===== config.mk =====
export PLATFORM = sky130hd
export DESIGN_NAME = wb_arbiter
export DESIGN_NICKNAME = d
export VERILOG_FILES = /design/src/rtl/wb_arbiter.sv
export SDC_FILE = /design/constraint.sdc
export NUM_CORES = 1
export LEC_CHECK = 0
export CAP_MARGIN = 20
export CORE_MARGIN = 1
export CORE_UTILIZATION = 33
export CTS_BUF_LIST = sky130_fd_sc_hd__clkbuf_8 sky130_fd_sc_hd__clkbuf_16
export CTS_CLUSTER_SIZE = 10
export DETAILED_ROUTE_END_ITERATION = 8
export PLACE_DENSITY = 0.79
export SYNTH_ARGS = -nofsm -noshare
export SYNTH_HDL_FRONTEND = slang
export SYNTH_SLANG_ARGS = --single-unit

===== constraint.sdc =====
create_clock -name clk -period 1.7 [get_ports clk]
set_clock_uncertainty 0.05 [all_clocks]
set_input_delay 0.34 -clock clk [delete_from_list [all_inputs] [get_ports clk]]
set_output_delay 0.34 -clock clk [all_outputs]
set_load 0.02 [all_outputs]

===== src/rtl/wb_arbiter.sv =====
// ---------------------------------------------------------------------------
// wb_arbiter -- register-file write-back arbiter.
//
// Merges three result sources onto one register-file write port:
//   - ALU     : single-cycle results, always accepted, absolute priority
//   - load    : valid/ready handshake, round-robin with mul/div
//   - mul/div : valid/ready handshake, round-robin with load
// The accepted result is registered and presented for one cycle on
// writeEn/writeAddr/writeData. The register file captures it on the falling
// edge inside that cycle. Results addressed to x0 complete their handshake
// but never assert writeEn.
//
// Optional feature (compile-time macro WB_SCOREBOARD_EN):
//   When defined, a 32-entry pending-destination scoreboard is built. An
//   issued long-latency op sets busy[issueAddr]. A completed load or mul/div
//   handshake clears busy[addr]. When both hit the same register in the same
//   cycle, the set wins. When the macro is undefined, busy is tied to zero
//   and issueValid/issueAddr are ignored.
//
// Ports:
//   clk, rst                   clock, synchronous active-high reset
//   aluValid/aluAddr/aluData   ALU result (no back-pressure)
//   ldValid/ldReady/ldAddr/ldData   load result handshake
//   mdValid/mdReady/mdAddr/mdData   mul/div result handshake
//   issueValid/issueAddr       long-latency op issue (scoreboard set)
//   busy                       pending-destination scoreboard
//   writeEn/writeAddr/writeData     registered register-file write port
// ---------------------------------------------------------------------------
module wb_arbiter (
  input  logic        clk,
  input  logic        rst,
  // ALU source
  input  logic        aluValid,
  input  logic [4:0]  aluAddr,
  input  logic [31:0] aluData,
  // Load source
  input  logic        ldValid,
  output logic        ldReady,
  input  logic [4:0]  ldAddr,
  input  logic [31:0] ldData,
  // Mul/div source
  input  logic        mdValid,
  output logic        mdReady,
  input  logic [4:0]  mdAddr,
  input  logic [31:0] mdData,
  // Issue tracking
  input  logic        issueValid,
  input  logic [4:0]  issueAddr,
  output logic [31:0] busy,
  // Register-file write port
  output logic        writeEn,
  output logic [4:0]  writeAddr,
  output logic [31:0] writeData
);

  // Round-robin pointer: 0 favours load, 1 favours mul/div.
  localparam logic RrLd = 1'b0;
  localparam logic RrMd = 1'b1;

  logic        rr_q, rr_d;
  logic        write_en_q, write_en_d;
  logic [4:0]  write_addr_q, write_addr_d;
  logic [31:0] write_data_q, write_data_d;

  logic        ld_ready, md_ready;
  logic        ld_hs, md_hs;

  // -------------------------------------------------------------------------
  // Secondary-source grant
  // -------------------------------------------------------------------------
  // A secondary source wins when the ALU is idle and it is either the only
  // requester or the one the pointer favours. The two terms are mutually
  // exclusive by construction, so at most one ready is ever high.
  always_comb begin
    ld_ready = 1'b0;
    md_ready = 1'b0;
    if (!rst && !aluValid) begin
      ld_ready = ldValid && (!mdValid || (rr_q == RrLd));
      md_ready = mdValid && (!ldValid || (rr_q == RrMd));
    end
  end

  assign ldReady = ld_ready;
  assign mdReady = md_ready;

  assign ld_hs = ldValid && ld_ready;
  assign md_hs = mdValid && md_ready;

  // -------------------------------------------------------------------------
  // Round-robin pointer: moves only on a completed secondary handshake, and
  // points away from the source just granted.
  // -------------------------------------------------------------------------
  always_comb begin
    rr_d = rr_q;
    if (ld_hs) begin
      rr_d = RrMd;
    end else if (md_hs) begin
      rr_d = RrLd;
    end
  end

  // -------------------------------------------------------------------------
  // Write-port next state
  // -------------------------------------------------------------------------
  // Without an accepted result writeEn drops and addr/data hold their values.
  // An accepted x0 result still updates addr/data but does not write.
  always_comb begin
    write_en_d   = 1'b0;
    write_addr_d = write_addr_q;
    write_data_d = write_data_q;
    if (aluValid) begin
      write_en_d   = (aluAddr != 5'd0);
      write_addr_d = aluAddr;
      write_data_d = aluData;
    end else if (ld_hs) begin
      write_en_d   = (ldAddr != 5'd0);
      write_addr_d = ldAddr;
      write_data_d = ldData;
    end else if (md_hs) begin
      write_en_d   = (mdAddr != 5'd0);
      write_addr_d = mdAddr;
      write_data_d = mdData;
    end
  end

  always_ff @(posedge clk) begin
    if (rst) begin
      rr_q         <= RrLd;
      write_en_q   <= 1'b0;
      write_addr_q <= 5'd0;
      write_data_q <= 32'd0;
    end else begin
      rr_q         <= rr_d;
      write_en_q   <= write_en_d;
      write_addr_q <= write_addr_d;
      write_data_q <= write_data_d;
    end
  end

  assign writeEn   = write_en_q;
  assign writeAddr = write_addr_q;
  assign writeData = write_data_q;

  // -------------------------------------------------------------------------
  // Pending-destination scoreboard
  // -------------------------------------------------------------------------
`ifdef WB_SCOREBOARD_EN
  logic [31:0] busy_q, busy_d;

  // Clear first, then set, so a same-cycle set on the same register wins.
  always_comb begin
    busy_d = busy_q;
    if (ld_hs) begin
      busy_d[ldAddr] = 1'b0;
    end
    if (md_hs) begin
      busy_d[mdAddr] = 1'b0;
    end
    if (issueValid && (issueAddr != 5'd0)) begin
      busy_d[issueAddr] = 1'b1;
    end
    busy_d[0] = 1'b0;
  end

  always_ff @(posedge clk) begin
    if (rst) begin
      busy_q <= 32'd0;
    end else begin
      busy_q <= busy_d;
    end
  end

  assign busy = busy_q;
`else
  // Issue inputs have no function in this build.
  logic unused_issue;
  assign unused_issue = ^{issueValid, issueAddr};
  assign busy         = 32'h0;
`endif

endmodule

Word level (Yosys, flattened, before mapping)
Index checks and enable logic that the tools add are counted.
{ "word_totals": {"ff_bits": 39, "out_inout_bits": 72, "elab_cells": 34} }
{ "op_classes": {"n_mux": 13, "n_bitwise": 1, "reduce_logical": 16} }
{ "ops": {"columns": ["operator", "n"], "rows": [
  ["two-way mux 32 bit", 3],
  ["two-way mux 5 bit", 3],
  ["nonzero test 5 bit", 3],
  ["two-way mux 1 bit", 7],
  ["logical AND 1 bit", 5],
  ["zero test 1 bit", 4],
  ["nonzero test 3 bit", 1],
  ["logical OR 1 bit", 2],
  ["nonzero test 2 bit", 1],
  ["inverter 1 bit", 1]
]} }

Longest topological paths before layout
{ "logic_depth": {"depth_word": 8, "depth_mapped": 7, "ltp_nobuf": 5} }

Least setup slack after synthesis
No wires, ideal clock.
{ "synth_timing": {"path_type": "input port to flip-flop", "start": "in aluValid", "end": "reg write_en_q (netlist: writeEn)", "setup_time_ps": 91, "t_arrival_ps": 1255, "slack_ps": 304, "stages": 5, "n_path_buf": 1, "path_cell_list": "buf_6 -> nor2_8 -> and3_1 -> a221oi_1 -> a311oi_1"} }
{ "synth_between": {"elab_chain_len": 7, "word_cells_on_any_way": 9} }
{ "synth_rtl": {"columns": ["element", "line", "rtl"], "rows": [
  ["start, declared", "33", "input logic aluValid,"],
  ["zero test 1 bit", "77", "if (!rst && !aluValid) begin"],
  ["logical AND 1 bit", "77", null],
  ["two-way mux 1 bit", "77", null],
  ["via mdReady", "43", "output logic mdReady,"],
  ["logical AND 1 bit", "87", "assign md_hs = mdValid && md_ready;"],
  ["two-way mux 1 bit", "119", "end else if (md_hs) begin"],
  ["two-way mux 1 bit", "115", "end else if (ld_hs) begin"],
  ["two-way mux 1 bit", "111", "if (aluValid) begin"],
  ["end signal, assigned", "134", "write_en_q <= write_en_d;"],
  ["end, declared", "61", "logic write_en_q, write_en_d;"]
]} }
The timed path passes the listed nets, and every way through them passes these cells.
A chain may end at the register's enable or synchronous reset.

Worst setup path after layout
{ "layout_timing": {"start": "reg write_en_q (netlist: writeEn)", "end": "out writeEn"} }
{ "layout_lines": {"columns": ["element", "line", "rtl"], "rows": [
  ["end, declared", "51", "output logic writeEn,"]
]} }
No word-level cell between the ends.

==> metrics.cfg <==
[setup_path]
cpLargestDelayFamily=buffers and inverters
crit_type=reg2out
cp-start-kind=register
path_buf_inv=1
crit_chain=clkdlybuf4s50_1
arrival_ps=1270
cp.required_ps=1310
critPathMaxFanout=1
slowest_delay_ps=610
crit_path_end_kind=output pin
cpMaxStageDelayCell=clkdlybuf4s50_1

[place]
place_inst=513
dp_hpwl_um=5779
gp_congestion=0.7247
dpl-instance-area_mm2=0.003963
place_ws_ps=-404.1
io_buffers=155

[final_layout]
area_growth_syn_to_layout_pct=67.37
multi_input_area_mm2=0.001310
final_common_cell=clkdlybuf4s50_1
mostFrequentLayoutCells=clkdlybuf4s50_1 (146), dfxtp_1 (39), conb_1 (32)
fin_util_pct=58.46
nets=546
drive_above_1_share_pct=10.12
n_antenna_cell=0
seq_area_um2=780.7
fill_cells=623
instances_no_fill=521
design_area_mm2=0.004081

[clock_tree]
cts-htree-levels=2
clk_latency_ps=290
cts_resized=8
cts_post_setup_buffers_inserted=0
cts.reportedPaths.clkPinSlew_ps=90
numCtsBuffers=5
clockRootBuffer=clkbuf_8
clkSinkCount=39
clock_path_buffers=2
cts_tree=done
ctsHoldBuffers=0

[pwr]
ir_drop_v=0.0003796
p_per_area_mw_per_mm2=684.4
leakage_uw=0.001817

[global_routing]
grt_first_pass_wirelength_um=12220
grt_pass1_vias=2618
antenna_found_initial=0
grt_start_max_net_pins=47
globalRouteOverflowTotal=0
grt_usage_pct=20.35

[hold_path]
hold_path_class=reg2reg

[floorplan]
fp.dieW_um=87.97
coreArea_mm2=0.006982
row_count=30
die_h_um=87.97
die_area_mm2=0.007738
start_util_pct=34.93
pin_count=194

[synth]
seq_area_frac_synth_pct=32.02
netlist_area_mm2=0.002439
ys_warn_count=0
ys_ff_latch=39
synth_edf_count=0
syn_inst=267
synthArstFlopShare_pct=0
synthFlopType=dfxtp_1
avgSynthCellArea_um2=9.133
synth_cell_types=34

[timing]
maxSlewViolCount=0
hold_viol_final=0
finalWorstSetupSlack_ps=36.02
period_minus_slack_ps=1664
tightest_slew_ps=558.1
finalCritPeriodShare_pct=97.88
rsz0062_at_grt=false
tns_ps=0
setup_viol=0
fmax_ghz=0.6010
slew-limit-headroom_pct=62.71

[detailed_routing]
vias=2643
ant_nets=0
drt-initial-drc-count=67
first_pass_iters=4
via_per_inst=5.073
drcViolationCount=0
finalWirelength_um=7785
wl_per_cell_um=14.94

[run]
max-cap-violations=0

[status]
status=complete, no violations

-- through the flow --
step	hold WS [ps]	total power [uW]
2_1_floorplan	441.9	1546
3_3_place_gp	427.5	1973
3_5_place_dp	440.7	1987
4_1_cts	463.8	2821
5_1_grt	481.5	2923
6_report	456.6	2793
-- cells by family after synthesis --
group                  count (synthesis)  share of synthesized area, %
AOI/OAI and AO/OA                     95                         28.63
buffers and inverters                 64                         19.19
DFF                                   39                         32.02
muxes                                 22                         9.030
other                                  1                        0.1538
and+or+nand+nor                       46                         10.98
-- final cells by class --
| type | instances | share of cell area (%) |
|---|---|---|
| Clock buffer | 6 | 2.023 |
| Clock inverter | 2 | 0.8584 |
| Inverter | 10 | 0.9197 |
| Multi-Input combinational cell | 195 | 32.10 |
| Sequential cell | 39 | 19.13 |
| Tap cell | 96 | 2.943 |
| Timing Repair Buffer | 173 | 42.03 |
-- per-layer routing --
metal	vias to the layer above	wire [um]	global-route usage, %
li1	1240	-	-
met1	1246	3031	22.32
met2	151	3822	37.56
met3	6	872	6.975
met4	0	59	4.620
met5	-	0	0
-- sequential cells by signal, summed over array words and instances, names as in the netlist --
name / flops
writeData: 32
writeAddr: 5
rr_q: 1
writeEn: 1
-- final timing paths --
| check | startpoint | to | slack (ps) | cells after the start |
|---|---|---|---|---|
| max | writeEn$_SDFF_PP0_ | writeEn | 40 | 1 |
| min | writeData[25]$_SDFFE_PP0P_ | writeData[25]$_SDFFE_PP0P_ | 460 | 2 |
| max reg2reg | rr_q$_SDFFE_PP0P_ | writeData[27]$_SDFFE_PP0P_ | 270 | 5 |
| min reg2reg | writeData[25]$_SDFFE_PP0P_ | writeData[25]$_SDFFE_PP0P_ | 460 | 2 |
-- where the power goes --
group	switching, uW	internal [uW]
clock network	355	476
registers	40.3	992
logic	425	505
-- cells in the mapped netlist, drive strengths merged, types with 8 or more instances --
cell type  instances  area (um^2)
nand2             19        73.82
a22oi             22        165.2
dfxtp             39        780.8
buf               47        404.1
nor2b              8        50.05
a31oi              8        50.05
o21ai              9        45.04
mux2i             22        220.2
inv               10        37.53
o22ai             23        143.9
a21oi             15        75.07
(Power assumes the default switching activity.)
